==> src/rtl/mdu_pkg.sv <==
// Shared constants and types for the multiply/divide unit with HI/LO.
// Optional divider datapath is controlled by the MDU_DIV_EN macro.
package mdu_pkg;

    localparam int WIDTH = 32;
    localparam int ITERS = 32;
    localparam int CNT_W = $clog2(ITERS);

    typedef enum logic [1:0] {
        MULT  = 2'b00,
        MULTU = 2'b01,
        DIV   = 2'b10,
        DIVU  = 2'b11
    } op_e;

    typedef enum logic [1:0] {
        IDLE = 2'b00,
        CALC = 2'b01,
        FIX  = 2'b10
    } state_e;

    // MULT and DIV treat operands as two's complement.
    function automatic logic is_signed_op(input op_e op);
        return (op == MULT) || (op == DIV);
    endfunction

    function automatic logic is_div_op(input op_e op);
        return (op == DIV) || (op == DIVU);
    endfunction

    // Absolute value for signed ops, pass-through for unsigned ones.
    function automatic logic [WIDTH-1:0] magnitude(input logic [WIDTH-1:0] v,
                                                   input logic is_signed);
        return (is_signed && v[WIDTH-1]) ? -v : v;
    endfunction

endpackage

==> src/rtl/mdu_div_core.sv <==
// Restoring-division step datapath: 33-bit partial remainder and a
// quotient shift register that starts out holding the dividend.
// Produces one quotient bit per step; instantiated only under MDU_DIV_EN.
module mdu_div_core
    import mdu_pkg::*;
(
    input  logic             clk,
    input  logic             reset,
    input  logic             load,
    input  logic             step,
    input  logic [WIDTH-1:0] dividend,
    input  logic [WIDTH-1:0] divisor,
    output logic [WIDTH-1:0] quotient,
    output logic [WIDTH-1:0] remainder
);

    logic [WIDTH:0]   prem;
    logic [WIDTH-1:0] quo;
    logic [WIDTH-1:0] dvs;
    logic [WIDTH+1:0] shifted;
    logic [WIDTH+1:0] trial;

    // Shift the next dividend bit into the remainder and try subtracting.
    always_comb begin
        shifted = {prem, quo[WIDTH-1]};
        trial   = shifted - {2'b00, dvs};
    end

    // Keep the difference when it is non-negative, otherwise restore.
    always_ff @(posedge clk or posedge reset) begin
        if (reset) begin
            prem <= '0;
            quo  <= '0;
            dvs  <= '0;
        end else if (load) begin
            prem <= '0;
            quo  <= dividend;
            dvs  <= divisor;
        end else if (step) begin
            if (!trial[WIDTH+1]) begin
                prem <= trial[WIDTH:0];
                quo  <= {quo[WIDTH-2:0], 1'b1};
            end else begin
                prem <= shifted[WIDTH:0];
                quo  <= {quo[WIDTH-2:0], 1'b0};
            end
        end
    end

    assign quotient  = quo;
    assign remainder = prem[WIDTH-1:0];

endmodule

==> src/rtl/mdu_hilo.sv <==
// Iterative multiply/divide unit with architectural HI/LO registers.
// IDLE -> CALC (32 iterations) -> FIX (sign fix, HI/LO write, done pulse).
// Define MDU_DIV_EN to build the divider; without it DIV/DIVU run the same
// 33 cycles, pulse done and leave HI/LO untouched.
module mdu_hilo
    import mdu_pkg::*;
(
    input  logic             clk,
    input  logic             reset,
    input  logic             start,
    input  logic [1:0]       op,
    input  logic [WIDTH-1:0] a,
    input  logic [WIDTH-1:0] b,
    input  logic             hi_we,
    input  logic             lo_we,
    input  logic [WIDTH-1:0] wdata,
    output logic             busy,
    output logic             done,
    output logic             div_by_zero,
    output logic [WIDTH-1:0] hi,
    output logic [WIDTH-1:0] lo
);

    state_e             state, state_nxt;
    logic [CNT_W-1:0]   cnt;
    logic               accept;
    logic               iterate;
    logic               in_signed;

    op_e                op_q;
    logic               sign_a;
    logic               sign_b;
    logic [WIDTH-1:0]   mag_a;
    logic [2*WIDTH-1:0] acc;
    logic [WIDTH:0]     mul_sum;
    logic [2*WIDTH-1:0] prod_fix;
    logic               div_zero_flag;

    // Next-state and per-cycle control decode.
    always_comb begin
        // NOTE: every output of this block gets a default first so no path leaves it unassigned, which would infer a latch.
        state_nxt = state;
        accept    = 1'b0;
        iterate   = 1'b0;
        unique case (state)
            IDLE: begin
                if (start) begin
                    accept    = 1'b1;
                    state_nxt = CALC;
                end
            end
            CALC: begin
                iterate = 1'b1;
                if (cnt == CNT_W'(ITERS - 1)) begin
                    state_nxt = FIX;
                end
            end
            FIX:     state_nxt = IDLE;
            default: state_nxt = IDLE;
        endcase
    end

    // State register, iteration counter and the registered status outputs.
    always_ff @(posedge clk or posedge reset) begin
        // NOTE: sequential state uses non-blocking assignments so every flop samples pre-edge values.
        if (reset) begin
            state       <= IDLE;
            cnt         <= '0;
            busy        <= 1'b0;
            done        <= 1'b0;
            div_by_zero <= 1'b0;
        end else begin
            state       <= state_nxt;
            cnt         <= iterate ? cnt + 1'b1 : cnt;
            busy        <= (state_nxt != IDLE);
            done        <= (state == FIX);
            div_by_zero <= (state == FIX) && is_div_op(op_q) && div_zero_flag;
        end
    end

    assign in_signed = is_signed_op(op_e'(op));

    // Radix-2 shift-add step: add |a| into the upper half when the current
    // multiplier bit (acc[0]) is set, then shift the whole accumulator right.
    always_comb begin
        mul_sum = {1'b0, acc[2*WIDTH-1:WIDTH]};
        if (acc[0]) begin
            mul_sum = {1'b0, acc[2*WIDTH-1:WIDTH]} + {1'b0, mag_a};
        end
        prod_fix = (sign_a ^ sign_b) ? -acc : acc;
    end

    // Operand capture on accept and multiplier accumulation during CALC.
    always_ff @(posedge clk or posedge reset) begin
        if (reset) begin
            op_q   <= MULT;
            sign_a <= 1'b0;
            sign_b <= 1'b0;
            mag_a  <= '0;
            acc    <= '0;
        end else if (accept) begin
            op_q   <= op_e'(op);
            sign_a <= in_signed & a[WIDTH-1];
            sign_b <= in_signed & b[WIDTH-1];
            mag_a  <= magnitude(a, in_signed);
            acc    <= {{WIDTH{1'b0}}, magnitude(b, in_signed)};
        end else if (iterate) begin
            acc    <= {mul_sum, acc[WIDTH-1:1]};
        end
    end

`ifdef MDU_DIV_EN
    logic [WIDTH-1:0] quotient;
    logic [WIDTH-1:0] remainder;
    logic [WIDTH-1:0] quo_fix;
    logic [WIDTH-1:0] rem_fix;
    logic [WIDTH-1:0] a_orig;
    logic             b_zero;

    mdu_div_core u_div (
        .clk       (clk),
        .reset     (reset),
        .load      (accept),
        .step      (iterate),
        .dividend  (magnitude(a, in_signed)),
        .divisor   (magnitude(b, in_signed)),
        .quotient  (quotient),
        .remainder (remainder)
    );

    // Divide-by-zero is decided from the raw divisor at accept time.
    always_ff @(posedge clk or posedge reset) begin
        if (reset) begin
            b_zero <= 1'b0;
        end else if (accept) begin
            b_zero <= (b == '0);
        end
    end

    // Quotient sign follows a^b, remainder sign follows the dividend; the
    // original dividend is rebuilt from its magnitude for the b==0 case.
    always_comb begin
        quo_fix = (sign_a ^ sign_b) ? -quotient : quotient;
        rem_fix = sign_a ? -remainder : remainder;
        a_orig  = sign_a ? -mag_a : mag_a;
    end

    assign div_zero_flag = b_zero;
`else
    assign div_zero_flag = 1'b0;
`endif

    // HI/LO: results land only in FIX; MTHI/MTLO only in IDLE without start.
    always_ff @(posedge clk or posedge reset) begin
        if (reset) begin
            hi <= '0;
            lo <= '0;
        end else if (state == FIX) begin
            if (!is_div_op(op_q)) begin
                hi <= prod_fix[2*WIDTH-1:WIDTH];
                lo <= prod_fix[WIDTH-1:0];
            end
`ifdef MDU_DIV_EN
            else if (b_zero) begin
                hi <= a_orig;
                lo <= '1;
            end else begin
                hi <= rem_fix;
                lo <= quo_fix;
            end
`endif
        end else if (state == IDLE && !start) begin
            if (hi_we) hi <= wdata;
            if (lo_we) lo <= wdata;
        end
    end

endmodule
==> config.mk <==
export PLATFORM = sky130hd
export DESIGN_NAME = mdu_hilo
export DESIGN_NICKNAME = d
export VERILOG_FILES = /design/src/rtl/mdu_pkg.sv /design/src/rtl/mdu_div_core.sv /design/src/rtl/mdu_hilo.sv
export SDC_FILE = /design/constraint.sdc
export NUM_CORES = 1
export LEC_CHECK = 0
export BUFFER_PORTS_ARGS = -buffer_cell sky130_fd_sc_hd__buf_2
export CAP_MARGIN = 15
export CORE_MARGIN = 5
export CORE_UTILIZATION = 40
export CTS_CLUSTER_SIZE = 25
export DETAILED_ROUTE_END_ITERATION = 6
export GPL_ROUTABILITY_DRIVEN = 0
export PLACE_DENSITY = 0.69
export REMOVE_ABC_BUFFERS = 1
export SYNTH_ARGS = -nofsm -noshare
export SYNTH_HDL_FRONTEND = slang
export SYNTH_HIERARCHICAL = 1
export SYNTH_SLANG_ARGS = --single-unit
export TNS_END_PERCENT = 20
==> constraint.sdc <==
create_clock -name clk -period 14.25 [get_ports clk]
set_input_delay 0.7125 -clock clk [delete_from_list [all_inputs] [get_ports clk]]
set_output_delay 0.7125 -clock clk [all_outputs]
set_load 0.005 [all_outputs]
==> summary by stage, run 1 <==
Outcome
The flow ran to the end, but the final reports show violations. The final reports fail on DRC.

Floorplan
The die is 180 µm tall. The count of standard-cell rows is 62. Once the floorplan was initialized, standard cells occupied 40.4% of the core. The area of the core region is 28,600 µm². For this design the top-level I/O count stands at 170. The width of the chip is 180 µm. The floorplan step defined a die boundary enclosing 32,400 µm².

STA
In the finished design, the share of the clock period the worst path needs comes to 23.5%. The final setup violation count is 0. Across the routed clock network, the largest skew measured is 0.0152 ns. The worst max-slew margin expressed relative to the limit is 41.3%. The clock period minus worst slack is 3.36 ns. The slew at the pin closest to its max-slew limit is 0.859 ns. The post-route setup TNS is 0 ns. The number of hold violations in the final report is 0. The final max-slew violation count is 0. Based on the critical path, the design can be clocked at up to 298 MHz. Setup repair after global routing left no endpoint under its margin.

Power
The maximum resistive drop on vdd is 0.000117 V. For this design the static power due to leakage is around 5.8 nW. In this run the power density over the cells is 230 nW/µm². The total power is 3.07 mW.

Logic synthesis
Each instance of the synthesized netlist takes up on average 8.21 µm². Yosys attributes the largest share of cell area to dfrtp_1, nand2_1, o21ai_0. In this run, distinct cell masters in the synthesized netlist total 72. The cell area after synthesis is 11,600 µm². For this run, the leading register cell type out of synthesis is dfrtp_1. In this run, synthesis produced a sequential element count of 172.

The synthesized design spends more area on one cell type than any other, namely dfrtp_1. Yosys printed 6 warnings. The count of flip-flops with a built-in enable after synthesis is 0. Synthesis handed over a netlist of 1,410 instances. The async set-or-reset flop fraction in the synthesized netlist is 100%. The area share of the largest cell type after synthesis is roughly 37%. The sequential element share of the synthesized area is 37.2%.

Cells and area
Counting the fill cells in the layout gives around 2,800. The antenna diode count is 0. The area of combinational cells with multiple inputs is 6880 µm². Leaving out fill and tap cells, the most frequent cell in the layout is nand2_1. The final-stage net count is approximately 1,700. The area added between synthesis and finish is 15.1%.

The sequential standard cell area is approximately 4300 µm². In the layout the commonest cells are nand2_1, dfrtp_1, buf_2. In the final layout, the share of cells above drive strength 1 is about 16%.

Placement
The count of input and output buffers is approximately 170. Detailed placement ended at an HPWL of roughly 27,000 µm.

Setup path
Data on the critical path arrives at its endpoint at 3.66 ns. Measured in cells, the most critical reg-to-reg path has a length of 9. The worst setup path is launched from a flip-flop. The endpoint identified for the worst register-to-register timing path is acc[59]. The required time of the critical path is 14.55 ns. In this run the worst setup path terminates at acc[59].

The slack of the worst reg-to-reg path is 10.89 ns. The worst reg2reg path startpoint is acc[34]. The category of the critical setup timing path is flip-flop to flip-flop.

The critical path launch point is acc[34]. The worst setup path is captured at a flip-flop. In this run the worst path has a maximum fanout of 8.

Drt
The average wire per cell in the routed design is 18.8 µm. The initial DRC count is 1,202. The number of nets still failing antenna checks after routing is 0. The first TritonRoute pass finished after 7 iterations. In the routed layout, each cell is associated on average with a via count of 5.73. The total wire length is 36,200 µm. After detailed routing, the number of remaining DRC violations is 1. The total vias in the final route is approximately 11,000.

Global routing
The total congestion overflow after global routing is 0. The number of antenna violations at the first check in global routing is 1. The largest net degree at the start of global routing is 84. The first-pass GRT wire length is 56,900 µm. The total global routing track utilization is a little over a fifth. The number of global-route vias before repair is 10,100.

Clocking
The TritonCTS sink count is 172. TritonCTS built the clock tree. The H-tree depth is 4. The latest clock arrival within the worst-skew pair is roughly 0.44 ns. Clock-pin slew was measured on the worst setup and hold paths at 0.07 ns. After clock tree synthesis, the repair step resized 0 gates. The number of hold buffers added after CTS is 0. Post-CTS timing repair inserted 0 buffers for setup.

The maximum buffer depth of the clock tree is 2. The CTS buffer count is 17. The cell sitting at the root of the clock tree is a clkbuf_16.

Run
The tool flagged a number of max-cap violations equal to 0.

Min path
The path class of the tightest hold or removal check is input port to async pin.
==> cell type report <==
| cell class | instances | area share [%] |
|---|---|---|
| timing repair buffer | 185 | 7.42 |
| multi-input combinational | 1131 | 51.6 |
| tap | 384 | 3.61 |
| inverter | 22 | 0.657 |
| sequential | 172 | 32.3 |
| clock buffer | 18 | 3.22 |
| clock inverter | 14 | 1.15 |
==> synth_stat cells (all sizes together), types with 22 or more instances <==
cell and instances:
nand2 222, dfrtp 172, o21ai 149, nor2 140, a21oi 95, xnor2 78
clkbuf 77, xor2 66, a31oi 49, o31ai 38, ha 37, nor3 26
inv 22
==> how the worst min path moves through the flow <==
stage                     startpoint       to  depth (start not counted)
after global routing           reset  acc[33]                          2
after floorplan               cnt[3]   cnt[3]                          1
final                          reset  acc[33]                          2
after detailed placement      cnt[3]   cnt[3]                          1
after global placement        lo[10]   lo[10]                          2
after CTS                      reset  acc[33]                          2
==> report_power, final <==
part,internal (mW),total (mW),switching (mW)
sequential,0.705,1.01,0.305
clock,0.249,0.472,0.223
combinational,0.652,1.59,0.933
total,1.61,3.07,1.46
==> sequential cells by signal (all words and copies together), names as in the netlist, 2 cells and up <==
register,cells
cnt,5
state,2
acc,64
hi,32
lo,32
mag_a,32
==> critical path: stages, from the launching register on <==
cell,delay [ns]
dfrtp_1,0.55
ha_1,0.35
nor2b_1,0.18
o31a_1,0.29
o32ai_1,0.57
o211ai_1,0.35
or3_1,0.49
a31oi_1,0.21
xor2_1,0.15
o21ai_0,0.08
==> stage by stage <==
stage | hold slack [ns] | utilization (%) | instances | worst slack [ns] | cell area, µm²
detailed placement | 0.459 | 44.3 | 1890 | 10.98 | 12700
global route | 0.273 | 46.6 | 1926 | 10.69 | 13300
CTS | 0.251 | 46.4 | 1922 | 10.97 | 13300
floorplan | 0.438 | - | 1325 | 8.88 | 11200
global placement | 0.455 | 44.3 | 1890 | 11.08 | 12700
finish | 0.249 | 46.6 | 1926 | 10.89 | 13300
==> metal layers <==
layer	share of wire (%)	wire [µm]	global-route usage, %
met1	46	16600	31.5
met3	8.1	2930	4.46
met4	1.8	649	4.96
met2	44	16000	32.6
met5	0	0	0
==> cells by family after synthesis <==
kind of cell | count (synthesis) | share of synthesized area [%]
adder cells (fa/ha/maj) | 38 | 4.17
AND/OR/NAND/NOR | 502 | 20.1
multiplexers | 8 | 0.692
other | 1 | 0.0324
AO/OA/AOI/OAI | 438 | 23.3
flip-flops | 172 | 37.2
XOR/XNOR | 144 | 10.9
buffers and inverters | 107 | 3.59
No activity file was read; power rests on OpenSTA's default activity.
==> run 2, diff against run 1 <==
==> constraint.sdc (replaced) <==
create_clock -name clk -period 3.46 [get_ports clk]
set_input_delay 0.173 -clock clk [delete_from_list [all_inputs] [get_ports clk]]
set_output_delay 0.173 -clock clk [all_outputs]
set_load 0.005 [all_outputs]
==> run 2 against run 1 <==
Compared with the run above: the run now ends clean; first-iteration DRC count decreased by 20%; power rose to 4.1 times the previous value; sequential power grew to 4.0 times the previous value; design area rose by 0.52%; fmax is 7.4% higher; flip-flop and latch count stayed put; core utilization up 0.24 points; count of clock-buffer cells in the layout is 1 higher; register-to-register slack worse by 11 ns; clock power grew to 3.8 times the previous value; sequential share of layout area down 0.17 points; non-clock buffer count rose by 13; critical endpoint is now acc[56]; largest cell class unchanged.
==> summary by stage, run 2 (synthesis results as in run 1) <==
Power
The relative contribution of the clock network to total power is 14.4%. The power spent charging and discharging nets is slightly below 6 mW. The internal portion of the total power is 6.62 mW. For this design the static power due to leakage is 5.83 nW. The total power is 12.5 mW.

The share of total power dissipated in sequential elements is 32.5%. In this run the power density over the cells is between 900 and 1000 nW/µm². The switching power share of the total is between 40% and 50%.

In this run, the combinational gates consume 53.1% of the power. The maximum resistive drop on vdd is 0.000456 V.

STA
The final max-slew violation count was 0. The worst pin sits at a relative slew slack of 37.2%. Setup repair after global routing left no endpoint under its margin.

Clock skew on the completed layout was measured at 0.0126 ns. The number of hold violations in the final report is 0. The final cycle utilization of the critical path is 90.3%. The fmax is 320 MHz. For the pin with the worst max-slew slack, the measured transition is 0.943 ns.

The final setup violation count is 0. The clock period minus worst slack is between 3 and 4 ns. The smallest setup slack after layout is around 0.34 ns. The post-route setup TNS is 0 ns.

Setup path
The type of element capturing the critical path is a flip-flop. The category of the critical setup timing path is flip-flop to flip-flop. For the worst setup path, the data required time is approximately 3.8 ns. The peak fanout along the critical path is 7.

On the critical path, the stage with the largest delay is an instance of a2111oi_0. The total buffers and inverters traversed by the critical path is 1. The worst stage delay on the critical path is 0.52 ns. The signal on the critical path passes through ha_1 -> o21a_1 -> a211oi_1 -> o21ai_0 -> nand3_1 -> a2111oi_0 -> buf_4 -> o21ai_0 -> mux2i_1 -> nand2_1. The kind of launch point of the worst setup path is a flip-flop. Among the stages of the critical path, the cell type that occurs most often is o21ai_0.

The kind of cell with the highest combined delay along the critical path is compound AO/OA/AOI/OAI gates. At the worst endpoint, the arrival time is 3.43 ns.

Clocking
The clock slew seen by the registers of the worst setup and hold paths is 0.07 ns. The cell sitting at the root of the clock tree is a clkbuf_16. For the worst-skew pair, the clock arrives at the later sink with an insertion delay of 0.43 ns. The number of hold buffers added after CTS is 2. Clock tree synthesis inserted a total of 17 buffers.

The number of resized instances in the post-cts repair step is 0. Counting along the longest clock path gives a buffer depth of 2. The number of post-CTS setup repair buffers is 0.

The H-tree depth is 4. CTS saw between 150 and 200 sinks. TritonCTS built the clock tree.

Floorplan
Once the floorplan was initialized, standard cells occupied 40.4% of the core. The y dimension of the die is ~180 µm. 170 I/O pins were placed. The area of the core region is 28,600 µm². From left edge to right edge, the die measures 180 µm.

The count of standard-cell rows is between 60 and 70. The die area is 32,400 µm².

Global routing
The largest net degree at the start of global routing is 108. The number of antenna violations at the first check in global routing is 1. The total congestion overflow after global routing is 0. The first-pass GRT wire length is 57,900 µm. The total global routing track utilization is a little over a fifth. The number of global-route vias before repair came to around 11,000.

Placement
In this run, placement finished with an instance count of 1,904. The half-perimeter wire length after detailed placement is 27,300 µm. Summing all placed instances gives a cell area of 12,800 µm². Input and output buffers added on the ports amount to 168. OpenSTA, run right after detailed placement, puts the worst setup slack at 0.402 ns.

Run
The number of max-cap violations is 0.

Cells and area
The most frequent standard cell in the layout excluding fill and tap cells is nand2_1. The share of post-route cells with drive strength above 1 is 16.3%. The register with the most flip-flops in the layout has 64 of them. The number of non-filler instances in the completed layout is 1,939.

In the final design database the tool counted 1,683 nets. The antenna diode count is 0. The register with the most flip-flops is acc. Leaving out fill and tap cells, the most frequent cells in the layout are nand2_1, dfrtp_1, buf_2. The area added between synthesis and finish is 15.7%.

The area of all placed cells without fillers is 13,400 µm².

Drt
The total wire length is between 30,000 and 40,000 µm. In this run the remaining antenna-violating nets after routing total 0. The detailed-routing iteration count for the pre-antenna-repair pass is 5. The initial DRC count is 966. The detailed-route DRC error count is 0.

The average wire per cell in the routed design is 18.6 µm. The total vias in the final route is roughly 11,000. After detailed routing, the number of vias per cell comes to slightly below 6.

Min path
In this run the worst hold path is classified as input port to flip-flop.

Outcome
The run finished with clean final reports.
-- run 2: changes by cell type in the layout (fill, tap and decap cells not counted), moves of 2 or more --
cell | before | now
buf_4 | 16 | 26
clkinv_2 | 1 | 5
inv_8 | 3 | 0
buf_12 | 0 | 2
clkbuf_8 | 0 | 2
clkinvlp_4 | 1 | 3
dlygate4sd3_1 | 0 | 2
-- run 2: final cells by class --
cell class,instances,area [µm²]
Fill cell,2811,15200
Multi-Input combinational cell,1131,6880
Sequential cell,172,4300
Timing Repair Buffer,198,1100
Tap cell,384,480
Clock buffer,19,453
Clock inverter,13,91.3
Inverter,22,87.6
-- run 2: path summary, 6_finish.rpt --
check / start / to / slack, ns / depth (start not counted)
max: acc[35] / acc[56] / 0.34 / 10
min reg2reg: lo[9] / lo[9] / 0.47 / 2
min: wdata[20] / lo[20] / 0.03 / 3
max reg2reg: acc[35] / acc[56] / 0.34 / 10
min in group asynchronous: reset / lo[2] / 0.42 / 3
max in group asynchronous: reset / acc[19] / 2.08 / 4
-- run 2: metal layers --
layer	share of wire (%)	global-route usage (%)	vias up	wire length, µm
met2	44	33.1	536	15800
met3	9.0	4.64	61	3230
li1	-	-	5311	-
met5	0.036	0	-	13
met1	44	30.9	5270	16000
met4	2.6	7.23	2	949
-- run 2: worst register-to-register path: stages, from the launching register on --
cell	delay, ns
dfrtp_1	0.49
ha_1	0.39
o21a_1	0.18
a211oi_1	0.08
o21ai_0	0.46
nand3_1	0.24
a2111oi_0	0.52
buf_4	0.22
o21ai_0	0.16
mux2i_1	0.20
nand2_1	0.07
-- run 2: power groups by stage --
stage | sequential (mW) | clock [mW] | combinational [mW]
4_1_cts | 4.03 | 1.83 | 6.58
3_5_place_dp | 4.07 | 0 | 6.54
5_1_grt | 4.19 | 1.92 | 7.38
3_3_place_gp | 4.03 | 0 | 6.43
2_1_floorplan | 3.74 | 0 | 4.64
6_report | 4.06 | 1.80 | 6.64
-- run 2: metrics by stage --
step / utilization (%) / hold WS, ns
6_report: 46.8 / 0.0323
5_1_grt: 46.8 / 0.0495
4_1_cts: 46.8 / 0.0125
3_5_place_dp: 44.8 / 0.382
3_3_place_gp: 44.8 / 0.378
2_1_floorplan: - / 0.278
